**src/rtl/data_memory_ctrl.sv**
```systemverilog
// Single-clock data memory with per-lane write masks, write-first forwarding,
// range checking, 1/2-cycle registered read latency and a hardware clear sequencer.
module data_memory_ctrl #(
    parameter int unsigned DATA_WIDTH     = 16,
    parameter int unsigned LANE_WIDTH     = 8,
    parameter int unsigned ADDRESS_WIDTH  = 4,
    parameter int unsigned DEPTH          = 1 << ADDRESS_WIDTH,
    parameter int unsigned READ_LATENCY   = 1,
    parameter bit          CLEAR_ON_RESET = 1'b1,
    parameter logic [DATA_WIDTH-1:0] CLEAR_VALUE = '0
) (
    input  logic                               clock,
    input  logic                               reset_n,
    input  logic                               Write_Enable,
    input  logic [ADDRESS_WIDTH-1:0]           write_address,
    input  logic [DATA_WIDTH/LANE_WIDTH-1:0]   write_mask,
    input  logic [DATA_WIDTH-1:0]              DATA_WRITE,
    input  logic                               Read_Enable,
    input  logic [ADDRESS_WIDTH-1:0]           read_address,
    output logic [DATA_WIDTH-1:0]              DATA_READ,
    output logic                               read_valid,
    input  logic                               clear_req,
    output logic                               busy,
    output logic                               addr_error
);

    localparam int unsigned LANES = DATA_WIDTH / LANE_WIDTH;
    localparam logic [ADDRESS_WIDTH:0] DEPTH_W = (ADDRESS_WIDTH + 1)'(DEPTH);
    localparam logic [ADDRESS_WIDTH-1:0] LAST_ADDR = ADDRESS_WIDTH'(DEPTH - 1);

    typedef enum logic {
        ST_CLEAR,
        ST_READY
    } state_t;

    state_t                   r_state;
    logic                     r_busy;
    logic [ADDRESS_WIDTH-1:0] r_clr_addr;
    logic [DATA_WIDTH-1:0]    r_mem [DEPTH];
    logic                     r_s1_valid;
    logic [DATA_WIDTH-1:0]    r_s1_data;
    logic                     r_addr_err;

    logic                  w_ready;
    logic                  w_wr_req;
    logic                  w_wr_inr;
    logic                  w_wr_do;
    logic                  w_rd_acc;
    logic                  w_rd_inr;
    logic [DATA_WIDTH-1:0] w_rd_word;
    logic [DATA_WIDTH-1:0] w_rd_data;

    assign w_ready  = (r_state == ST_READY);
    assign w_wr_req = w_ready && Write_Enable && (|write_mask);
    assign w_wr_inr = {1'b0, write_address} < DEPTH_W;
    assign w_wr_do  = w_wr_req && w_wr_inr;
    assign w_rd_acc = w_ready && Read_Enable;
    assign w_rd_inr = {1'b0, read_address} < DEPTH_W;

    // Write-first: lanes being written this edge bypass the array
    always_comb begin
        w_rd_word = r_mem[read_address];
        w_rd_data = '0;
        if (w_rd_inr) begin
            for (int unsigned l = 0; l < LANES; l++) begin
                if (w_wr_do && (write_address == read_address) && write_mask[l])
                    w_rd_data[l*LANE_WIDTH +: LANE_WIDTH] = DATA_WRITE[l*LANE_WIDTH +: LANE_WIDTH];
                else
                    w_rd_data[l*LANE_WIDTH +: LANE_WIDTH] = w_rd_word[l*LANE_WIDTH +: LANE_WIDTH];
            end
        end
    end

    always_ff @(posedge clock) begin
        if (r_state == ST_CLEAR) begin
            r_mem[r_clr_addr] <= CLEAR_VALUE;
        end else if (w_wr_do) begin
            for (int unsigned l = 0; l < LANES; l++) begin
                if (write_mask[l])
                    r_mem[write_address][l*LANE_WIDTH +: LANE_WIDTH] <= DATA_WRITE[l*LANE_WIDTH +: LANE_WIDTH];
            end
        end
    end

    always_ff @(posedge clock or negedge reset_n) begin
        if (!reset_n) begin
            r_state    <= CLEAR_ON_RESET ? ST_CLEAR : ST_READY;
            r_busy     <= CLEAR_ON_RESET;
            r_clr_addr <= '0;
        end else begin
            case (r_state)
                ST_CLEAR: begin
                    if (r_clr_addr == LAST_ADDR) begin
                        r_state    <= ST_READY;
                        r_busy     <= 1'b0;
                        r_clr_addr <= '0;
                    end else begin
                        r_clr_addr <= r_clr_addr + 1'b1;
                    end
                end
                ST_READY: begin
                    if (clear_req) begin
                        r_state    <= ST_CLEAR;
                        r_busy     <= 1'b1;
                        r_clr_addr <= '0;
                    end
                end
                default: r_state <= ST_READY;
            endcase
        end
    end

    always_ff @(posedge clock or negedge reset_n) begin
        if (!reset_n) begin
            r_s1_valid <= 1'b0;
            r_s1_data  <= '0;
            r_addr_err <= 1'b0;
        end else begin
            r_s1_valid <= w_rd_acc;
            if (w_rd_acc)
                r_s1_data <= w_rd_data;
            r_addr_err <= (w_rd_acc && !w_rd_inr) || (w_wr_req && !w_wr_inr);
        end
    end

    generate
        if (READ_LATENCY == 2) begin : g_lat2
            logic                  r_s2_valid;
            logic [DATA_WIDTH-1:0] r_s2_data;

            always_ff @(posedge clock or negedge reset_n) begin
                if (!reset_n) begin
                    r_s2_valid <= 1'b0;
                    r_s2_data  <= '0;
                end else begin
                    r_s2_valid <= r_s1_valid;
                    if (r_s1_valid)
                        r_s2_data <= r_s1_data;
                end
            end

            assign DATA_READ  = r_s2_data;
            assign read_valid = r_s2_valid;
        end else begin : g_lat1
            assign DATA_READ  = r_s1_data;
            assign read_valid = r_s1_valid;
        end
    endgenerate

    assign busy       = r_busy;
    assign addr_error = r_addr_err;

endmodule
```
**config.mk**
```make
export PLATFORM = sky130hd
export DESIGN_NAME = data_memory_ctrl
export DESIGN_NICKNAME = d
export VERILOG_FILES = /design/src/rtl/data_memory_ctrl.sv
export SDC_FILE = /design/constraint.sdc
export NUM_CORES = 1
export LEC_CHECK = 0
export CORE_MARGIN = 2
export CORE_UTILIZATION = 54
export DETAILED_ROUTE_END_ITERATION = 16
export HOLD_SLACK_MARGIN = 0.03
export PLACE_DENSITY = 0.72
export REMOVE_ABC_BUFFERS = 1
export SLEW_MARGIN = 20
export SYNTH_ARGS = -nofsm -noshare
export SYNTH_HDL_FRONTEND = slang
export SYNTH_SLANG_ARGS = --single-unit
```
**constraint.sdc**
```tcl
create_clock -name clock -period 3.76 [get_ports clock]
set_clock_uncertainty 0.15 [all_clocks]
set_input_delay 1.128 -clock clock [delete_from_list [all_inputs] [get_ports clock]]
set_output_delay 1.128 -clock clock [all_outputs]
set_load 0.02 [all_outputs]
```
==> run metrics <==
most frequent cells after synthesis=256 x edfxtp_1, 64 x mux4_2, 40 x nor2_1, 34 x and2_1, 32 x a22oi_1; YS warnings=0; Synth async-reset ratio=8.24%; status=finished clean; clock slew at reported path FFs=about 60 ps; share of cells above drive strength 1=about 24%; Tmin final=3230 ps; Core ar.=between 20000 and 25000 um2; Synth Flop Type=edfxtp_1; CP required=4060 ps; global-route wire length before repair=around 36000 um; DRT iter0 DRCs=602; Hold Fails Final Rpt=0; origin of the critical flop-to-flop path=r_state; cells on worst reg2reg path=5; crit path from=write_mask[1]; antenna cell count=0; Synth top area share=between 60 and 70%; Wirelength per Cell=24.3 um; area delta synth->final=17.6%; chip width=148 um; # hold bufs at CTS=0; area leader, netlist=edfxtp_1; Synth Register Bits=279; Slew HR=37.0%; reg2reg end=DATA_READ[13]; Setup TNS=0 ps; DRC viols=0; grt peak-use layer=met2; FF-to-FF setup slack=~930 ps; grt ovf=0; hpwl dp=15200 um; M1 GR Usage=33.7%; CP Capture Type=register; Slew @ Worst Pin=942 ps; worst-case clock buffer depth=3; top area cells in the synthesized netlist=edfxtp_1 69%, mux4_2 13%, dfrtp_1 4.9%; pin count of the biggest net entering global routing=between 60 and 70; Crit Path Class=in2reg; initial antenna violation count=0; initial core utilization=55.1%; clk sink count=279; Placed Instances=920; final worst-path cycle share=85.8%; Nets=711; Synth Instances=~600; final count of negative-setup-slack endpoints=0; Top-Level Pins=50; vias in the first global route=5994; GRT Resource Usage Total=around 22%; GR Layer Usage met2=35.1%; Seq/Total Area, Yosys=about three quarters; fraction of met3 tracks used by global routing=2.93%; Die Height=148 um; post-CTS sizing=0; Leak=4.50 nW; HP Class=reg2reg; WL final=23500 um; area post-placement=12200 um2; via density per instance=6.07; Avg Inst Size Synth=roughly 19 um2; post-route cell area=between 10000 and 15000 um2; max cap viols=0; total number of vias=5879; arrival time at the worst endpoint=3530 ps; final std cells w/o fill=969; die area=21900 um2; Fillers=1380; Routed Antenna Nets=0; count of final max-slew check failures=0; power density over the cells=670 nW/um2; post-synth cell types=42; RSZ-0062 raised after global routing=false; number of synthesized flops with an enable pin=256; critical path launch point type=input pin; Setup Fix Bufs, Post-CTS=0; clock root cell=clkbuf_16; CTS Buf Count=27; clk_lat worst skew=about 520 ps; most instantiated library cell after synthesis=edfxtp_1; f_max=310 MHz; worst-path fanout max=8; Post-Syn Area=11200 um2; H-tree Lvls=1; Core Rows=52; CP endpoint=DATA_READ[13]; worst ir drop on vdd=0.000419 V; RD Place Congestion=0.866; first-pass detailed-route iteration total=5; number of buffers added on ports=48; CTS tree=done
-- critical path: stages --
cell and delay [ps]:
clkdlybuf4s50_1 570, o211ai_4 130, a2111oi_4 410, a221oi_1 240
nor4_2 750, a221o_1 290
-- where the power goes --
part | total (mW) | internal [mW] | leakage (nW) | switching (mW)
combinational | 1.78 | 0.772 | 1.37 | 1.01
sequential | 4.28 | 4.06 | 2.68 | 0.228
clock | 2.75 | 1.65 | 0.446 | 1.10
total | 8.81 | 6.48 | 4.50 | 2.33
-- worst min path at each step --
| stage | startpoint | end | slack (ps) | cells past startpoint |
|---|---|---|---|---|
| final | busy | busy | 400 | 2 |
| after global routing | busy | busy | 460 | 2 |
| after CTS | busy | busy | 400 | 2 |
| after detailed placement | busy | busy | 390 | 2 |
| after global placement | busy | busy | 360 | 2 |
| after floorplan | busy | busy | 400 | 2 |
-- registers in the layout, summed over array words and instances, names as in the netlist --
signal and count:
DATA_READ 16, busy 1, r_clr_addr 4, r_mem 256
r_state 1, read_valid 1
-- cells in the final DEF (no fill, tap or decap), types with 4 or more instances in the layout --
master / n
dfrtp_1: 22
edfxtp_1: 256
nor2b_1: 6
and2_1: 34
clkinv_2: 6
clkbuf_16: 27
nand2_1: 23
nand2b_1: 5
a31oi_1: 8
buf_4: 41
nor3_1: 4
a221o_1: 16
mux4_2: 64
clkdlybuf4s50_1: 46
o21ai_0: 5
nor2_1: 39
or2_2: 6
bufinv_16: 4
inv_1: 9
a22oi_1: 32
-- layer usage --
metal	up-vias	part of all wire (%)
met5	-	0
met1	3064	44
met2	217	48
met4	0	1.3
li1	2573	-
met3	25	6.7
-- per-stage QoR --
step | setup WS (ps) | total power [mW] | utilization [%] | hold slack (ps)
6_report | 535 | 8.81 | 64.8 | 396
3_3_place_gp | 108 | 6.03 | 60.2 | 363
5_1_grt | 451 | 9.14 | 64.8 | 456
3_5_place_dp | 58.9 | 6.12 | 60.3 | 387
2_1_floorplan | 648 | 5.26 | - | 396
4_1_cts | 600 | 8.85 | 64.8 | 402
-- cell families after synthesis --
logic type | count (synthesis) | synth area share [%]
AO/OA/AOI/OAI | 77 | 5.79
XOR/XNOR | 1 | 0.0784
adder cells (fa/ha/maj) | 1 | 0.112
buffers and inverters | 38 | 1.39
flip-flops | 279 | 73.9
multiplexers | 64 | 12.9
other | 1 | 0.0335
AND/OR/NAND/NOR | 127 | 5.79
-- layout make-up --
cell class                      instances  area, um2  area share (%)
Clock buffer                           33        728            5.54
Clock inverter                         16        189            1.44
Inverter                                9       33.8           0.257
Multi-Input combinational cell        271       2770            21.0
Sequential cell                       279       8260            62.8
Tap cell                              270        338            2.57
Timing Repair Buffer                   91        833            6.34
No activity file was read; power rests on OpenSTA's default activity.
